===== src/rtl/ks_pkg.sv =====
// Shared helpers for the pipelined Kogge-Stone adder.
//   ks_levels(width)     : number of prefix levels (clog2 of the width)
//   ks_dist(level)       : combine distance of prefix level 1..LEVELS
//   ks_out_stage(levels) : index of the result stage in the valid pipe
package ks_pkg;

    function automatic int ks_levels(input int width);
        return (width <= 1) ? 1 : $clog2(width);
    endfunction

    function automatic int ks_dist(input int level);
        return 1 << (level - 1);
    endfunction

    function automatic int ks_out_stage(input int levels);
        return levels + 1;
    endfunction

endpackage


===== src/rtl/ks_prefix_level.sv =====
// One registered Kogge-Stone prefix level.
// Works on the carry-extended vectors (bit 0 holds the carry-in as G[-1]),
// so g/p are WIDTH+1 bits wide.
// Ports:
//   clk, rst_n      clock, async active-low reset
//   en              global pipe enable; when low every register holds
//   src_vld/vld     stage valid bit in / registered out
//   src_g, src_p    group generate/propagate from the previous level
//   src_po, po      original (level-0) propagate, carried for the sum stage
//   g, p            combined group generate/propagate, registered
module ks_prefix_level #(
    parameter int WIDTH = 16,
    parameter int DIST  = 1
) (
    input  logic             clk,
    input  logic             rst_n,
    input  logic             en,
    input  logic             src_vld,
    input  logic [WIDTH:0]   src_g,
    input  logic [WIDTH:0]   src_p,
    input  logic [WIDTH-1:0] src_po,
    output logic             vld,
    output logic [WIDTH:0]   g,
    output logic [WIDTH:0]   p,
    output logic [WIDTH-1:0] po
);

    logic [WIDTH:0] g_nxt;
    logic [WIDTH:0] p_nxt;

    // Bits below DIST already span down to the carry-in; they pass through.
    always_comb begin
        g_nxt = src_g;
        p_nxt = src_p;
        for (int i = DIST; i <= WIDTH; i++) begin
            g_nxt[i] = src_g[i] | (src_p[i] & src_g[i-DIST]);
            p_nxt[i] = src_p[i] & src_p[i-DIST];
        end
    end

    always_ff @(posedge clk or negedge rst_n) begin
        if (!rst_n) begin
            vld <= 1'b0;
            g   <= '0;
            p   <= '0;
            po  <= '0;
        end else if (en) begin
            vld <= src_vld;
            g   <= g_nxt;
            p   <= p_nxt;
            po  <= src_po;
        end
    end

endmodule


===== src/rtl/ks_adder_pipe.sv =====
// Pipelined Kogge-Stone adder/subtractor, one operation per clock.
// Stages: S0 (operand capture, P/G generate), LEVELS prefix levels, S_out.
// The whole pipe advances together on en = !out_valid | out_ready; a stall
// freezes every stage, bubbles included.
// Ports:
//   clk, rst_n                  clock, async active-low reset
//   in_valid/in_ready           operand handshake (in_ready = en)
//   in_a, in_b, in_cin, in_sub  operands; in_sub=1 gives A-B, cin ignored
//   out_valid/out_ready         result handshake
//   out_sum, out_cout, out_ovf  result, carry (1 = no borrow on subtract),
//                               signed overflow
module ks_adder_pipe
    import ks_pkg::*;
#(
    parameter int WIDTH = 16
) (
    input  logic             clk,
    input  logic             rst_n,
    input  logic             in_valid,
    output logic             in_ready,
    input  logic [WIDTH-1:0] in_a,
    input  logic [WIDTH-1:0] in_b,
    input  logic             in_cin,
    input  logic             in_sub,
    output logic             out_valid,
    input  logic             out_ready,
    output logic [WIDTH-1:0] out_sum,
    output logic             out_cout,
    output logic             out_ovf
);

    localparam int LEVELS    = ks_levels(WIDTH);
    localparam int OUT_STAGE = ks_out_stage(LEVELS);

    logic                        en;
    logic [OUT_STAGE:0]          vld_pipe;
    logic [LEVELS:0][WIDTH:0]    g_pipe;
    logic [LEVELS:0][WIDTH:0]    p_pipe;
    logic [LEVELS:0][WIDTH-1:0]  po_pipe;

    logic [WIDTH-1:0] b_eff;
    logic             c0;

    assign en       = !out_valid || out_ready;
    assign in_ready = en;

    assign b_eff = in_sub ? ~in_b : in_b;
    assign c0    = in_sub | in_cin;

    // S0: generate P/G; the carry-in sits at extended bit 0 as G[-1] (P=0).
    logic             s0_vld;
    logic [WIDTH:0]   s0_g;
    logic [WIDTH:0]   s0_p;
    logic [WIDTH-1:0] s0_po;

    always_ff @(posedge clk or negedge rst_n) begin
        if (!rst_n) begin
            s0_vld <= 1'b0;
            s0_g   <= '0;
            s0_p   <= '0;
            s0_po  <= '0;
        end else if (en) begin
            s0_vld <= in_valid;
            s0_g   <= {in_a & b_eff, c0};
            s0_p   <= {in_a ^ b_eff, 1'b0};
            s0_po  <= in_a ^ b_eff;
        end
    end

    assign vld_pipe[0] = s0_vld;
    assign g_pipe[0]   = s0_g;
    assign p_pipe[0]   = s0_p;
    assign po_pipe[0]  = s0_po;

    for (genvar k = 1; k <= LEVELS; k++) begin : g_lvl
        ks_prefix_level #(
            .WIDTH (WIDTH),
            .DIST  (ks_dist(k))
        ) u_lvl (
            .clk     (clk),
            .rst_n   (rst_n),
            .en      (en),
            .src_vld (vld_pipe[k-1]),
            .src_g   (g_pipe[k-1]),
            .src_p   (p_pipe[k-1]),
            .src_po  (po_pipe[k-1]),
            .vld     (vld_pipe[k]),
            .g       (g_pipe[k]),
            .p       (p_pipe[k]),
            .po      (po_pipe[k])
        );
    end

    assign vld_pipe[OUT_STAGE] = out_valid;

    // Extended bit i holds the carry into operand bit i. The top bit only
    // spans down to bit 1 when WIDTH is a power of two, so the carry-in
    // (extended bit 0, never modified) gets one last combine for cout.
    logic [WIDTH:0] gf;
    logic [WIDTH:0] pf;
    logic           cout_nxt;
    logic           pf_unused;

    assign gf        = g_pipe[LEVELS];
    assign pf        = p_pipe[LEVELS];
    assign cout_nxt  = gf[WIDTH] | (pf[WIDTH] & gf[0]);
    assign pf_unused = ^pf[WIDTH-1:0];

    always_ff @(posedge clk or negedge rst_n) begin
        if (!rst_n) begin
            out_valid <= 1'b0;
            out_sum   <= '0;
            out_cout  <= 1'b0;
            out_ovf   <= 1'b0;
        end else if (en) begin
            out_valid <= vld_pipe[LEVELS];
            out_sum   <= po_pipe[LEVELS] ^ gf[WIDTH-1:0];
            out_cout  <= cout_nxt;
            out_ovf   <= gf[WIDTH-1] ^ cout_nxt;
        end
    end

endmodule


===== config.mk =====
export PLATFORM = sky130hd
export DESIGN_NAME = ks_adder_pipe
export DESIGN_NICKNAME = d
export VERILOG_FILES = /design/src/rtl/ks_pkg.sv /design/src/rtl/ks_prefix_level.sv /design/src/rtl/ks_adder_pipe.sv
export SDC_FILE = /design/constraint.sdc
export NUM_CORES = 1
export LEC_CHECK = 0
export CORE_MARGIN = 4
export CORE_UTILIZATION = 45
export DETAILED_ROUTE_END_ITERATION = 16
export HOLD_SLACK_MARGIN = 0.12
export PLACE_DENSITY_LB_ADDON = 0.1
export SLEW_MARGIN = 10
export SYNTH_ARGS = -nofsm -noshare
export SYNTH_HDL_FRONTEND = slang
export SYNTH_SLANG_ARGS = --single-unit

===== constraint.sdc =====
create_clock -name clk -period 1.5 [get_ports clk]
set_input_delay 0.375 -clock clk [delete_from_list [all_inputs] [get_ports clk]]
set_output_delay 0.375 -clock clk [all_outputs]
set_load 0.01 [all_outputs]

# Word level (Yosys, flattened, before mapping)
# Cells that the tools add are included.
# totals
ff_bits	227
output_inout_bits	20
# op_classes
mux	1
n_bitwise	152
n_reduce_logical	2
# ops
operator	count
1-bit bitwise AND	92
1-bit bitwise OR	55
16-bit bitwise XOR	2
16-bit bitwise AND	1
16-bit two-way mux	1
16-bit NOT	1
1-bit zero test	1
1-bit logical OR	1
1-bit bitwise XOR	1

# Logic depth before layout (Yosys ltp)
# Gate-level depths: netlist of the first run.
# logic_depth
ltp_word	3
mapped_depth	7
mapped_depth_nobuf	4

# By module
# From an unflattened synthesis of the first run, not the netlist that was laid out.
# unflattened
cells_unflattened	843
area_unflattened_um2	10915.5
# modules_own_cells
module	instances	cells_each	area_per_inst_um2	seq_area_each_um2
ks_adder_pipe	1	188	2581.2	1326.3
ks_prefix_level (g_lvl[4].u_lvl)	1	146	2142.1	1276.2
ks_prefix_level (g_lvl[3].u_lvl)	1	163	2110.8	1276.2
ks_prefix_level (g_lvl[2].u_lvl)	1	171	2065.7	1276.2
ks_prefix_level (g_lvl[1].u_lvl)	1	175	2015.7	1276.2

# Worst setup path after synthesis of the first run
# No wires, ideal clock.
# synth_path
kind	input-to-reg
from	in in_sub
to	reg s0_po[10]
setup_time_ps	117
arrival_time_ps	1313
required_time_ps	1383
slack_ps	70
cell_stages	6
cell_sequence	buf_2 buf_2 xor2_1 ha_1 nand2_1 nand2_1
# synth_via
elab_chain_cells	2
# synth_lines
element	line	source
start: declaration	ks_adder_pipe.sv:24	input logic in_sub,
16-bit two-way mux	ks_adder_pipe.sv:47	assign b_eff = in_sub ? ~in_b : in_b;
16-bit bitwise XOR	ks_adder_pipe.sv:66	s0_po <= in_a ^ b_eff;
end signal: assignment	ks_adder_pipe.sv:66	
end: declaration	ks_adder_pipe.sv:54	logic [WIDTH-1:0] s0_po;
# Every way passes these cells.
# A chain may end at the register's enable or synchronous reset.

# Worst setup path in the final report of the first run
# layout_path
from	reg out_valid
to	out in_ready
# layout_via
elab_chain_cells	2
# layout_lines
element	line	source
start: declaration	ks_adder_pipe.sv:25	output logic out_valid,
start signal: assignment	ks_adder_pipe.sv:116	out_valid <= vld_pipe[LEVELS];
1-bit zero test	ks_adder_pipe.sv:44	assign en = !out_valid || out_ready;
1-bit logical OR	ks_adder_pipe.sv:44	
end: declaration	ks_adder_pipe.sv:20	output logic in_ready,
# Every way passes these cells.

==> run_results.csv, run 1 <==
group,metric,value,unit
setup_path,worst-path-max-fanout,2,
timing,maxSlewHeadroom,0.800,
placed_design,placed_area,0.0101,sq mm
routing,detail-route-antenna-nets,0,
cts,cts.htree.levels,1,
setup_path,reg2reg_from,"out_valid$_DFFE_PN0P_",
layout,fillers,1920,
cts,path_clk_slew,0.06,ns
layout,drive_above_1_share,0.0753,
timing,skew,0.00807,ns
logic_synthesis,synth_seq_cells,227,
outcome,violations,"negative setup slack",
cts,cts_sinks,227,
global_route,antenna_found_initial,0,
logic_synthesis,synthesis.yosys.warnings,0,
setup_path,worstPathRequired,1.12,ns
setup_path,worst-setup-path-type,"reg -> out",
timing,worst_pin_slew,0.300,ns
logic_synthesis,synthCells,991,
cts,cts-root-buf,"clkbuf_16",
die,die_h,151,um
die,coreArea,0.0202,sq mm
global_route,grt_pass1_vias,6012,
logic_synthesis,synth_nets,1045,
die,start_util,0.457,
global_route,grt_max_degree,109,
timing,finalSetupTns,-0.0996,ns
routing,vias,6290,
global_route,grt_first_pass_wirelength,30.8,mm
logic_synthesis,syn-cell-area,0.00922,sq mm
setup_path,reg2reg_setup_slack,0.06,ns
cts,cts_buffer_depth,3,
routing,dr.pass1.iters,4,
die,io_pins,58,
placed_design,gp_congestion,0.794,
layout,area_growth,17.8,%
layout,fin_area,0.0109,sq mm
timing,fmax,640,MHz
setup_path,r2r-end,"g_lvl[1].u_lvl.g[13]$_DFFE_PN0P_",
layout,seqCellArea,0.00568,sq mm
timing,drv_slew,0,
timing,layout_min_cycle_time,1.56,ns
layout,finalNetCount,1101,
die,die_area,0.0228,sq mm
die,fp.dieW,151,um
timing,holdWs,0.349,ns
layout,fin_util,0.539,
cts,clk_latency,0.51,ns
layout,diodes,0,
routing,drtIter0Drc,276,
die,row_count,52,
setup_path,cp-start-kind,"flip-flop",
setup_path,end_kind,"output pin",
routing,drt-wirelength-per-cell,13.7,um
run,timing.max_cap.violations,0,
timing,hold_viol_final,0,
placed_design,dpl.hpwl,11.9,mm
power,p_leak,5.45,nW
cts,cts_tree,"done",
timing,postLayoutSetupSlackWorst,-0.0631,ns
routing,routed_wl,18.3,mm
logic_synthesis,yosysUniqueCellTypes,16,
setup_path,worst-r2r-cell-count,5,
timing,period_share,1.04,
timing,rsz0062_at_grt,"true",
hold_path,min_path_type,"in -> async",
outcome,status,"finished with violations",
layout,multi_input_area,0.00320,sq mm
routing,avgViaCountPerCell,4.72,
timing,setup_viol_count_final,2,
global_route,grt_overflow,0,
placed_design,portBuffers,57,
logic_synthesis,yosysSeqAreaShare,0.616,
logic_synthesis,avgSynthCellArea,9.31,sq um
global_route,grt_usage,0.165,
cts,cts_buffers,24,
power,cellPowerDensity,1960,mW/mm^2
power,worst_ir_drop_vdd,0.842,mV
routing,drc,0,
setup_path,cp_data_arrival_time,1.19,ns
cell usage in the layout, fill, tap and decap left out, types with 2 or more instances in the layout:
master           instances
a21oi_1                 56
clkbuf_1                 7
clkdlybuf4s50_1         36
clkbuf_8                 6
nor2_1                   2
buf_12                  10
buf_4                    8
clkbuf_16               27
buf_16                   3
o21ai_0                 70
dfrtp_1                227
nand2_1                495
xnor2_1                 16
clkinv_2                 3
xor2_1                  17
nand3_1                 38
buf_2                   18
ha_1                    16
through the flow:
step	cells	setup slack (ns)	power [mW]
final	1333	-0.0631	21.3
after global routing	1333	-0.131	23.0
after CTS	1331	-0.0947	21.5
after detailed placement	1287	-0.403	16.0
after global placement	1287	-0.400	15.8
after floorplan	991	0.0704	13.8
synthesized netlist by cell type:
| cell type | instances | share of area |
|---|---|---|
| buf_4 | 10 | 0.0081 |
| xnor2_1 | 16 | 0.015 |
| xor2_1 | 17 | 0.016 |
| nor2_1 | 2 | 0.00081 |
| nand3_1 | 38 | 0.021 |
| nand2b_1 | 1 | 0.00068 |
| dfrtp_1 | 227 | 0.62 |
| o21ai_0 | 70 | 0.038 |
| a21oi_1 | 56 | 0.030 |
| buf_6 | 11 | 0.013 |
| buf_2 | 24 | 0.013 |
| ha_1 | 16 | 0.022 |
| nor2b_4 | 1 | 0.0015 |
| nand2_1 | 495 | 0.20 |
| inv_2 | 1 | 0.00041 |
| clkbuf_1 | 6 | 0.0024 |
logic make-up (layout without fill, tap and decap cells):
kind of cell,after synthesis,in the layout,share of synthesized area
fa+ha+maj,16,16,0.0217
xor+xnor,33,33,0.0313
buf+inv,52,124,0.0374
flops,227,227,0.616
compound gates,126,126,0.0684
simple gates,537,537,0.225
sequential cells by signal (all words and copies together) (netlist names):
| register | count |
|---|---|
| s0_po | 16 |
| g_lvl.u_lvl.vld | 4 |
| out_ovf | 1 |
| out_cout | 1 |
| out_valid | 1 |
| s0_vld | 1 |
| s0_g | 17 |
| g_lvl.u_lvl.p | 38 |
| g_lvl.u_lvl.po | 64 |
| g_lvl.u_lvl.g | 68 |
| out_sum | 16 |
worst max-delay path by stage:
stage                                     start                     to
after CTS                 out_valid$_DFFE_PN0P_               in_ready
after floorplan                          in_sub  s0_po[10]$_DFFE_PN0P_
after global routing      out_valid$_DFFE_PN0P_               in_ready
final                     out_valid$_DFFE_PN0P_               in_ready
after detailed placement              out_ready               in_ready
after global placement                out_ready               in_ready
power breakdown:
group	switching, mW	internal, mW
clock network	2.29	3.34
registers	1.86	8.61
logic	2.97	2.23
metal layers:
metal	up-vias	routed length, um	track usage
met3	26	745	0.0245
met1	2881	9150	0.254
li1	3276	-	-
met4	0	273	0.0372
met5	-	0	0
met2	107	8120	0.249
worst max-delay path: stages, from the launching register on:
cell and delay [ns]:
dfrtp_1 0.34, nor2b_4 0.18, inv_4 0.05, buf_6 0.11
what timing repair did:
action / CTS / global route
endpoints found under the setup margin: 20 / 18
hold buffers: 1 / 0
gates cloned: 0 / 2
pin swaps: 0 / 0
resized for setup: 73 / 8
endpoints found under the hold margin: 227 / 0
setup buffers: 1 / 0
area by class of cell:
cell class,count,area share
Sequential cell,227,0.523
Clock buffer,38,0.0676
Multi-Input combinational cell,712,0.294
Tap cell,270,0.0311
Inverter,1,0.000576
Timing Repair Buffer,81,0.0817
Clock inverter,4,0.00219
No activity file was read; power rests on OpenSTA's default activity.
==> run 2: changes to the inputs <==
SLEW_MARGIN = 20   (was 10)
==> results of run 2 <==
No change in the layout: final DEF, timing and power equal those of run 1.
==> run 3: changes to the inputs <==
MAX_ROUTING_LAYER = met4   (was not set)
==> run 3 against run 2 <==
  * Clock power hardly changed
  * Power hardly changed
  * Highest routed layer unchanged
  * Sequential power hardly changed
  * Sequential share of layout area stayed put
  * Register-to-register slack hardly changed
  * The run still ends with negative setup slack left
  * Core utilization stayed put
  * Critical path depth stayed put
==> run_results.csv, run 3 (synthesis gave the netlist of run 1 again) <==
group,metric,value,unit
routing,drc,0,
placed_design,dpl.cell_count,1287,
outcome,status,"finished with violations",
timing,drv_slew,0,
die,coreArea,0.0202,sq mm
layout,layout_common_cells,"nand2_1, dfrtp_1, o21ai_0, a21oi_1, nand3_1",
routing,routed_wl,18.3,mm
setup_path,r2r-end,"g_lvl[1].u_lvl.g[13]$_DFFE_PN0P_",
timing,rsz0062_at_grt,"true",
run,timing.max_cap.violations,0,
layout,top_regs,"g_lvl.u_lvl.g: 68 flops, g_lvl.u_lvl.po: 64 flops, g_lvl.u_lvl.p: 38 flops",
global_route,grt_first_pass_wirelength,30.9,mm
die,fp.dieW,151,um
layout,seqCellArea,0.00568,sq mm
timing,fmax,639,MHz
timing,setup_viol_count_final,2,
timing,layout_min_cycle_time,1.57,ns
timing,hold_viol_final,0,
placed_design,gp_congestion,0.805,
setup_path,worstPathRequired,1.12,ns
routing,avgViaCountPerCell,4.72,
setup_path,end_kind,"output pin",
routing,detail-route-antenna-nets,0,
global_route,grt_pass1_vias,6012,
power,p_leak,5.45,nW
setup_path,worst-r2r-cell-count,5,
timing,skew,0.00807,ns
layout,final_common_cell,"nand2_1",
cts,cts_tree,"done",
layout,instances_no_fill,1333,
setup_path,cp-start-kind,"flip-flop",
global_route,grt_overflow,0,
cts,cts.htree.levels,1,
layout,diodes,0,
setup_path,crit_path_start,"out_valid$_DFFE_PN0P_",
setup_path,worst-setup-path-type,"reg -> out",
power,worst_ir_drop_vdd,0.843,mV
routing,vias,6288,
global_route,antenna_found_initial,0,
timing,worst_pin_slew,0.300,ns
hold_path,min_path_type,"in -> async",
routing,drtIter0Drc,296,
outcome,violations,"negative setup slack",
layout,finalNetCount,1101,
setup_path,cp_data_arrival_time,1.19,ns
setup_path,crit_end,"in_ready",
cts,cts-root-buf,"clkbuf_16",
die,die_h,151,um
die,start_util,0.457,
setup_path,reg2reg_setup_slack,0.06,ns
routing,dr.pass1.iters,4,
routing,drt-wirelength-per-cell,13.7,um
layout,fin_util,0.539,
cts,path_clk_slew,0.06,ns
timing,postLayoutSetupSlackWorst,-0.0654,ns
placed_design,portBuffers,57,
layout,drive_above_1_share,0.0753,
timing,maxSlewHeadroom,0.800,
placed_design,post-place-ws,-0.403,ns
cts,cts_sinks,227,
layout,largest_register,"g_lvl.u_lvl.g",
layout,largest_register_ffs,68,
cts,clk_latency,0.51,ns
placed_design,dpl.hpwl,11.9,mm
die,io_pins,58,
die,row_count,52,
die,die_area,0.0228,sq mm
setup_path,worst-path-max-fanout,2,
layout,multi_input_area,0.00320,sq mm
global_route,grt_max_degree,109,
global_route,grt_usage,0.170,
timing,period_share,1.04,
cts,cts_buffer_depth,3,
layout,area_growth,17.8,%
setup_path,reg2reg_from,"out_valid$_DFFE_PN0P_",
layout,fillers,1920,
cts,cts_buffers,24,
power,cellPowerDensity,1960,mW/mm^2
-- run 3: metal layers --
metal / vias up / routed length (um) / global-route usage
met5: - / 0 / -
met4: 0 / 273 / 0.0372
met3: 28 / 728 / 0.0254
met2: 101 / 8110 / 0.248
met1: 2883 / 9180 / 0.256
li1: 3276 / - / -
-- run 3: how the worst min path moves through the flow --
| stage | to | slack [ns] | cells past startpoint |
|---|---|---|---|
| final | g_lvl[3].u_lvl.po[14]$_DFFE_PN0P_ | 0.35 | 2 |
| after global routing | g_lvl[3].u_lvl.po[12]$_DFFE_PN0P_ | 0.36 | 2 |
| after CTS | out_sum[15]$_DFFE_PN0P_ | 0.34 | 2 |
| after detailed placement | out_sum[15]$_DFFE_PN0P_ | 0.27 | 1 |
| after global placement | out_sum[15]$_DFFE_PN0P_ | 0.27 | 1 |
| after floorplan | g_lvl[1].u_lvl.g[0]$_DFFE_PN0P_ | 0.08 | 0 |
-- run 3: cell type report --
| type | count | share of cell area |
|---|---|---|
| multi-input cells | 712 | 0.294 |
| flip-flops and latches | 227 | 0.523 |
| inverters | 1 | 0.000576 |
| repair buffers | 81 | 0.0817 |
| clock inverters | 4 | 0.00219 |
| clock buffers | 38 | 0.0676 |
| well taps | 270 | 0.0311 |
-- run 3: through the flow --
stage	power, mW	area, sq um	hold slack (ns)	setup TNS [ns]
6_report	21.3	10900	0.346	-0.104
5_1_grt	23.0	10900	0.361	-0.480
4_1_cts	21.5	10800	0.344	-0.160
3_5_place_dp	16.0	10100	0.274	-62.21
3_3_place_gp	15.8	10100	0.274	-60.05
2_1_floorplan	13.8	9220	0.0794	0
-- run 3: timing repair --
| action | CTS | global route |
|---|---|---|
| hold buffers | 1 | 0 |
| gates resized for setup | 73 | 8 |
| pin swaps | 0 | 0 |
| gates cloned | 0 | 2 |
| buffers inserted | 1 | 0 |
| hold endpoints to repair | 227 | 0 |
| setup endpoints to repair | 20 | 19 |
-- run 3: report_power, final --
part	switching (mW)	internal, mW
sequential	1.86	8.61
combinational	2.97	2.23
clock	2.29	3.34
total	7.12	14.2
-- run 3: critical path, stage by stage (launching register included) --
cell and delay, ns:
dfrtp_1 0.34, nor2b_4 0.18, inv_4 0.05, buf_6 0.11
